**src/rtl/updown_counter_pkg.sv**
```systemverilog
`default_nettype none
// ============================================================================
//  Module   : updown_counter_pkg
//  Purpose  : Shared constants for the up/down counter slice: boundary-mode
//             and direction encodings, plus the default terminal-value helper.
//  Revision : 1.0  initial release
// ============================================================================
package updown_counter_pkg;

   // Boundary handling selected by the mode input
   localparam logic MODE_WRAP = 1'b0;
   localparam logic MODE_SAT  = 1'b1;

   // Count direction selected by the up_down input
   localparam logic DIR_UP    = 1'b1;
   localparam logic DIR_DOWN  = 1'b0;

   // Largest value representable in 'width' bits; 32 bits is handled apart
   // so the shift never has to produce 2**32 in a 32-bit expression.
   function automatic int unsigned default_max(input int unsigned width);
      if (width >= 32)
         return 32'hFFFF_FFFF;
      else
         return (32'd1 << width) - 32'd1;
   endfunction

endpackage : updown_counter_pkg
`default_nettype wire

```
**src/rtl/updown_counter_mod_next_calc.sv**
```systemverilog
`default_nettype none
// ============================================================================
//  Module   : ctr_next_calc
//  Purpose  : Purely combinational next-count arithmetic for the up/down
//             counter. Detects crossing of 0 / MAX_VAL and applies wrap or
//             saturate behaviour. Holds no state.
//  Revision : 1.0  initial release
// ============================================================================
module ctr_next_calc
   import updown_counter_pkg::*;
#(
   parameter int          WIDTH   = 8,
   parameter int          STEP_W  = 4,
   parameter int unsigned MAX_VAL = 255
) (
   input  logic [WIDTH-1:0]  i_count,
   input  logic [STEP_W-1:0] i_step,
   input  logic              i_up_down,
   input  logic              i_mode,
   output logic [WIDTH-1:0]  o_next,
   output logic              o_boundary
);

   // One extra bit beyond count+step so neither the sum nor MAX_VAL+1
   // can lose a carry.
   localparam int             AW    = WIDTH + STEP_W + 1;
   localparam logic [AW-1:0]  c_MAX = AW'(MAX_VAL);
   localparam logic [AW-1:0]  c_MOD = c_MAX + AW'(1);

   logic [AW-1:0] w_cnt;
   logic [AW-1:0] w_stp;
   logic [AW-1:0] w_step_mod;
   logic [AW-1:0] w_up_sum;
   logic [AW-1:0] w_up_wrap_raw;
   logic [AW-1:0] w_up_wrap;
   logic [AW-1:0] w_dn_wrap_raw;
   logic [AW-1:0] w_dn_wrap;

   assign w_cnt = AW'(i_count);
   assign w_stp = AW'(i_step);

   // Steps larger than the modulus wrap by their residue; reducing the step
   // first keeps both wrap results within one conditional subtraction.
   assign w_step_mod    = w_stp % c_MOD;

   assign w_up_sum      = w_cnt + w_stp;
   assign w_up_wrap_raw = w_cnt + w_step_mod;
   assign w_up_wrap     = (w_up_wrap_raw >= c_MOD) ? (w_up_wrap_raw - c_MOD)
                                                   : w_up_wrap_raw;

   assign w_dn_wrap_raw = w_cnt + c_MOD - w_step_mod;
   assign w_dn_wrap     = (w_dn_wrap_raw >= c_MOD) ? (w_dn_wrap_raw - c_MOD)
                                                   : w_dn_wrap_raw;

   // Select in-range result or boundary result for the requested direction
   always_comb begin
      o_next     = i_count;
      o_boundary = 1'b0;
      if (i_up_down == DIR_UP) begin
         if (w_up_sum <= c_MAX) begin
            o_next = WIDTH'(w_up_sum);
         end else begin
            o_boundary = 1'b1;
            o_next     = (i_mode == MODE_SAT) ? WIDTH'(c_MAX) : WIDTH'(w_up_wrap);
         end
      end else begin
         if (w_stp <= w_cnt) begin
            o_next = WIDTH'(w_cnt - w_stp);
         end else begin
            o_boundary = 1'b1;
            o_next     = (i_mode == MODE_SAT) ? '0 : WIDTH'(w_dn_wrap);
         end
      end
   end

endmodule : ctr_next_calc
`default_nettype wire

```
**src/rtl/updown_counter_mod.sv**
```systemverilog
`default_nettype none
// ============================================================================
//  Module   : updown_counter_mod
//  Purpose  : Parameterised up/down counter with variable step, wrap or
//             saturate boundary handling, preload, registered terminal-count
//             pulse, sticky overflow flag and registered zero flag.
//             Optional compare output enabled by macro UPDOWN_COUNTER_CMP_EN
//             (adds cmp_val input and registered cmp_match output).
//  Revision : 1.0  initial release
// ============================================================================
module updown_counter_mod
   import updown_counter_pkg::*;
#(
   parameter int          WIDTH   = 8,
   parameter int unsigned MAX_VAL = default_max(WIDTH),
   parameter int          STEP_W  = 4
) (
   input  logic              clk,
   input  logic              resetn,
   input  logic              enable,
   input  logic              up_down,
   input  logic              preload,
   input  logic [WIDTH-1:0]  data,
   input  logic [STEP_W-1:0] step,
   input  logic              mode,
   input  logic              clr_ovf,
   output logic [WIDTH-1:0]  count,
   output logic              tc,
   output logic              ovf,
   output logic              zero
`ifdef UPDOWN_COUNTER_CMP_EN
  ,input  logic [WIDTH-1:0]  cmp_val,
   output logic              cmp_match
`endif
);

   localparam logic [WIDTH-1:0] c_MAX_W = WIDTH'(MAX_VAL);

   logic [WIDTH-1:0] r_count;
   logic             r_tc;
   logic             r_ovf;
   logic             r_zero;

   logic [WIDTH-1:0] w_calc_next;
   logic             w_calc_bnd;
   logic [WIDTH-1:0] w_load_val;
   logic [WIDTH-1:0] w_count_nxt;
   logic             w_event;
   logic             w_ovf_nxt;

   ctr_next_calc #(
      .WIDTH   (WIDTH),
      .STEP_W  (STEP_W),
      .MAX_VAL (MAX_VAL)
   ) u_next_calc (
      .i_count    (r_count),
      .i_step     (step),
      .i_up_down  (up_down),
      .i_mode     (mode),
      .o_next     (w_calc_next),
      .o_boundary (w_calc_bnd)
   );

   // Out-of-range preload values clamp to the terminal value
   assign w_load_val = (data > c_MAX_W) ? c_MAX_W : data;

   // Next-state selection: preload beats enable, enable beats hold
   always_comb begin
      w_count_nxt = r_count;
      w_event     = 1'b0;
      if (preload) begin
         w_count_nxt = w_load_val;
      end else if (enable) begin
         w_count_nxt = w_calc_next;
         w_event     = w_calc_bnd;
      end
      // A boundary event outranks a simultaneous clear of the sticky flag
      if (w_event)
         w_ovf_nxt = 1'b1;
      else if (clr_ovf)
         w_ovf_nxt = 1'b0;
      else
         w_ovf_nxt = r_ovf;
   end

   // Counter state and status flags, asynchronously cleared by resetn
   always_ff @(posedge clk or negedge resetn) begin
      if (!resetn) begin
         r_count <= '0;
         r_tc    <= 1'b0;
         r_ovf   <= 1'b0;
         r_zero  <= 1'b1;
      end else begin
         r_count <= w_count_nxt;
         r_tc    <= w_event;
         r_ovf   <= w_ovf_nxt;
         r_zero  <= (w_count_nxt == '0);
      end
   end

   assign count = r_count;
   assign tc    = r_tc;
   assign ovf   = r_ovf;
   assign zero  = r_zero;

`ifdef UPDOWN_COUNTER_CMP_EN
   logic r_cmp_match;

   // Match flag aligned with the count it describes
   always_ff @(posedge clk or negedge resetn) begin
      if (!resetn)
         r_cmp_match <= 1'b0;
      else
         r_cmp_match <= (w_count_nxt == cmp_val);
   end

   assign cmp_match = r_cmp_match;
`endif

endmodule : updown_counter_mod
`default_nettype wire

```
**config.mk**
```make
export PLATFORM = sky130hd
export DESIGN_NAME = updown_counter_mod
export DESIGN_NICKNAME = d
export VERILOG_FILES = /design/src/rtl/updown_counter_pkg.sv /design/src/rtl/updown_counter_mod_next_calc.sv /design/src/rtl/updown_counter_mod.sv
export SDC_FILE = /design/constraint.sdc
export NUM_CORES = 1
export LEC_CHECK = 0
export CAP_MARGIN = 10
export CORE_ASPECT_RATIO = 1.4
export CORE_MARGIN = 5
export CORE_UTILIZATION = 48
export DETAILED_ROUTE_END_ITERATION = 8
export PLACE_DENSITY = 0.87
export SLEW_MARGIN = 20
export SYNTH_ARGS = -nofsm -noshare
export SYNTH_HDL_FRONTEND = slang
export SYNTH_HIERARCHICAL = 1
export SYNTH_SLANG_ARGS = --single-unit
```
**constraint.sdc**
```tcl
create_clock -name clk -period 2.95 [get_ports clk]
set_clock_uncertainty 0.05 [all_clocks]
set_input_delay 0.4425 -clock clk [delete_from_list [all_inputs] [get_ports clk]]
set_output_delay 0.4425 -clock clk [all_outputs]
set_load 0.01 [all_outputs]
```
==> flow_summary.yaml <==
status:
  status: "finished, final reports clean"
power:
  power_density_nw_per_um2: 456
  p_leak_nw: 0.747
  vdd_drop_max_v: 0.000322
  total_power_mw: 0.770
worst_setup_path:
  start_kind: "primary input"
  path_max_fanout: 6
  crit_type: "in -> reg"
  critPathArrivalTime_ns: 3.12
  crit_required_ns: 3.12
  cp-end-kind: "register"
place:
  place.gp.congestion: 0.838
  io_buffer_count: 29
  dp_hpwl_um: 2520
sta:
  tns_ns: 0
  period_share: 0.998
  min_period_ns: 2.94
  slew_viol_final: 0
  worst_pin_slew_ns: 0.530
  setup-violations-final: 0
  clock.fmax_mhz: 340
  finalHoldViolCount: 0
  slew_headroom: 0.646
synth:
  synth_cells: 128
  synth-xor-area-share: 0.0385
  synth_area_leaders: "dfrtp_1, ha_1, mux2i_1, buf_6, nand2_1"
  yosys-top-cells-count: "nand2_1, dfrtp_1, mux2i_1, nor2_1"
  synth_top_family_by_area: "compound AO/OA/AOI/OAI gates"
  synth-adder-area-share: 0.123
  synth.area.mux_share: 0.0923
  synthFlopType: "dfrtp_1"
  synth_nets: 157
  synth_compound_gate_area_share: 0.214
  synth_top_area_cell: "dfrtp_1"
  synth_area_per_cell_sq_um: 8.90
  synth_seq_area_share: 0.243
  synth_top_area_share: 0.220
  synth.distinct_cells: 49
  yosys.cell_count.top_type: "nand2_1"
  ys_seq_elements: 11
  yosys.area_share.simple: 0.209
  async_flop_share: 1.00
  syn-cell-area_sq_um: 1140
  synth_edf_count: 0
  yosys_warnings: 6
drt:
  firstDrtPassIters: 4
  wl_um: 3650
  wl_per_cell_um: 18.5
  drcViolationCount: 0
  routed_via_density: 6.21
  vias: 1223
  ant_nets: 0
  drt_iter0_drc: 52
clocking:
  worstSkewPairLatency_ns: 0.28
  clk_pin_slew_ns: 0.07
  h-tree-depth: 1
  cts.sinks: 11
  tritoncts: "yes"
  cts_buffer_depth: 2
  cts_root_buffer: "clkbuf_4"
  numCtsBuffers: 3
global_routing:
  grt-ovfl-total: 0
  grt_pass1_wl_um: 4890
  grt_pass1_vias: 1134
  grt_max_degree: 18
  grt_util_all_layers: 0.189
  antenna_found_initial: 0
hold_path:
  hold_path_class: "in -> async"
final_layout:
  nets: 204
  area_growth_pct: 48.5
  diodes: 0
  drive_gt1_frac: 0.322
run:
  cap_violations: 0
die:
  die_h_um: 67.6
  num_io_pins: 30
  start_util: 0.487
  die-area_sq_um: 3460
  core_sq_um: 2340
  die_w_um: 51.2
  rows: 21
## stage by stage
step / instances / utilization / hold WS, ns / worst slack (ns) / area (sq um)
2_1_floorplan: 128 / - / 0.0969 / 0.311 / 1140
4_1_cts: 194 / 0.667 / 0.437 / 0.00663 / 1560
3_5_place_dp: 190 / 0.650 / 0.423 / -0.396 / 1520
3_3_place_gp: 190 / 0.650 / 0.413 / -0.292 / 1520
6_report: 197 / 0.723 / 0.430 / 0.00602 / 1690
5_1_grt: 197 / 0.723 / 0.475 / -0.0819 / 1690
## cell usage in the layout, fill, tap and decap left out, types with 2 or more instances in the layout
master           synthesis  final
ha_1                     8      3
mux2i_1                  9      9
or4_4                    0      2
buf_4                    1     18
nor2_2                   1      3
a21o_1                   2      2
o21ai_2                  1      3
nand4_1                  3      3
ha_2                     0      2
o22ai_1                  2      2
inv_1                    8      7
clkbuf_4                 0      3
a211oi_2                 2      2
o21ai_1                  4      8
nand2b_1                 2      2
dlymetal6s2s_1           0      2
nor2_4                   1      2
a21oi_1                  3      2
a31oi_1                  3      3
inv_2                    1      2
xnor2_1                  4      4
dfrtp_1                 10     10
fa_2                     0      2
ha_4                     0      3
clkdlybuf4s50_1          0     27
nor2_1                   9      6
nand2_1                 12     12
nand3_1                  3      3
## registers in the layout, summed over array words and instances (netlist names)
name and count:
ovf 1, count 8, tc 1, zero 1
## worst max-delay path, stage by stage
cell and delay, ns:
clkdlybuf4s50_1 0.48, inv_1 0.09, ha_4 0.33, inv_2 0.08
a21o_1 0.23, o21ai_2 0.17, mux2_4 0.17, o211ai_2 0.10
mux2i_1 0.23, o21ai_1 0.13, or4_4 0.53, nor2_4 0.12
## repair_timing
| item | CTS | global route |
|---|---|---|
| pin swaps | 3 | 13 |
| gates resized for setup | 4 | 30 |
| setup buffers | 0 | 3 |
| hold buffers | 0 | 0 |
| endpoints found under the setup margin | 1 | 1 |
## per-layer routing
metal | GRT usage | share of wire | vias to the layer above
li1 | - | - | 556
met1 | 0.186 | 0.35 | 574
met2 | 0.374 | 0.54 | 66
met3 | 0.0132 | 0.054 | 27
met4 | 0.118 | 0.053 | 0
met5 | 0 | 0 | -
## final cells by class
| type | instances | area, sq um |
|---|---|---|
| clock buffer | 4 | 26.3 |
| fill | 146 | 648 |
| inverter | 9 | 33.8 |
| multi-input combinational | 102 | 883 |
| sequential | 11 | 277 |
| tap | 23 | 28.8 |
| timing repair buffer | 48 | 442 |
## kinds of logic after synthesis
kind of cell             after synthesis
buffers and inverters                 15
AO/OA/AOI/OAI                         35
multiplexers                          10
XOR/XNOR                               5
flip-flops                            11
adder cells (fa/ha/maj)               10
AND/OR/NAND/NOR                       42
## final timing paths
| check | endpoint | cells past startpoint | from | slack [ns] |
|---|---|---|---|---|
| setup / recovery | zero$_DFF_PN1_ | 12 | step[3] | 0.006 |
| hold / removal | count[6]$_DFF_PN0_ | 1 | resetn | 0.43 |
| setup reg to reg | zero$_DFF_PN1_ | 11 | count[0]$_DFF_PN0_ | 0.11 |
| hold reg to reg | ovf$_DFFE_PN0P_ | 1 | ovf$_DFFE_PN0P_ | 0.44 |
| max in group asynchronous | zero$_DFF_PN1_ | 1 | resetn | 2.07 |
| min in group clk | ovf$_DFFE_PN0P_ | 1 | ovf$_DFFE_PN0P_ | 0.44 |
## where the power goes
part           internal [mW]  leakage (nW)  total, mW  switching, mW
combinational          0.236         0.597      0.455          0.219
clock                 0.0526        0.0150      0.106         0.0535
sequential             0.168         0.135      0.209         0.0408
total                  0.457         0.747      0.770          0.313
No activity file was read; power rests on OpenSTA's default activity.
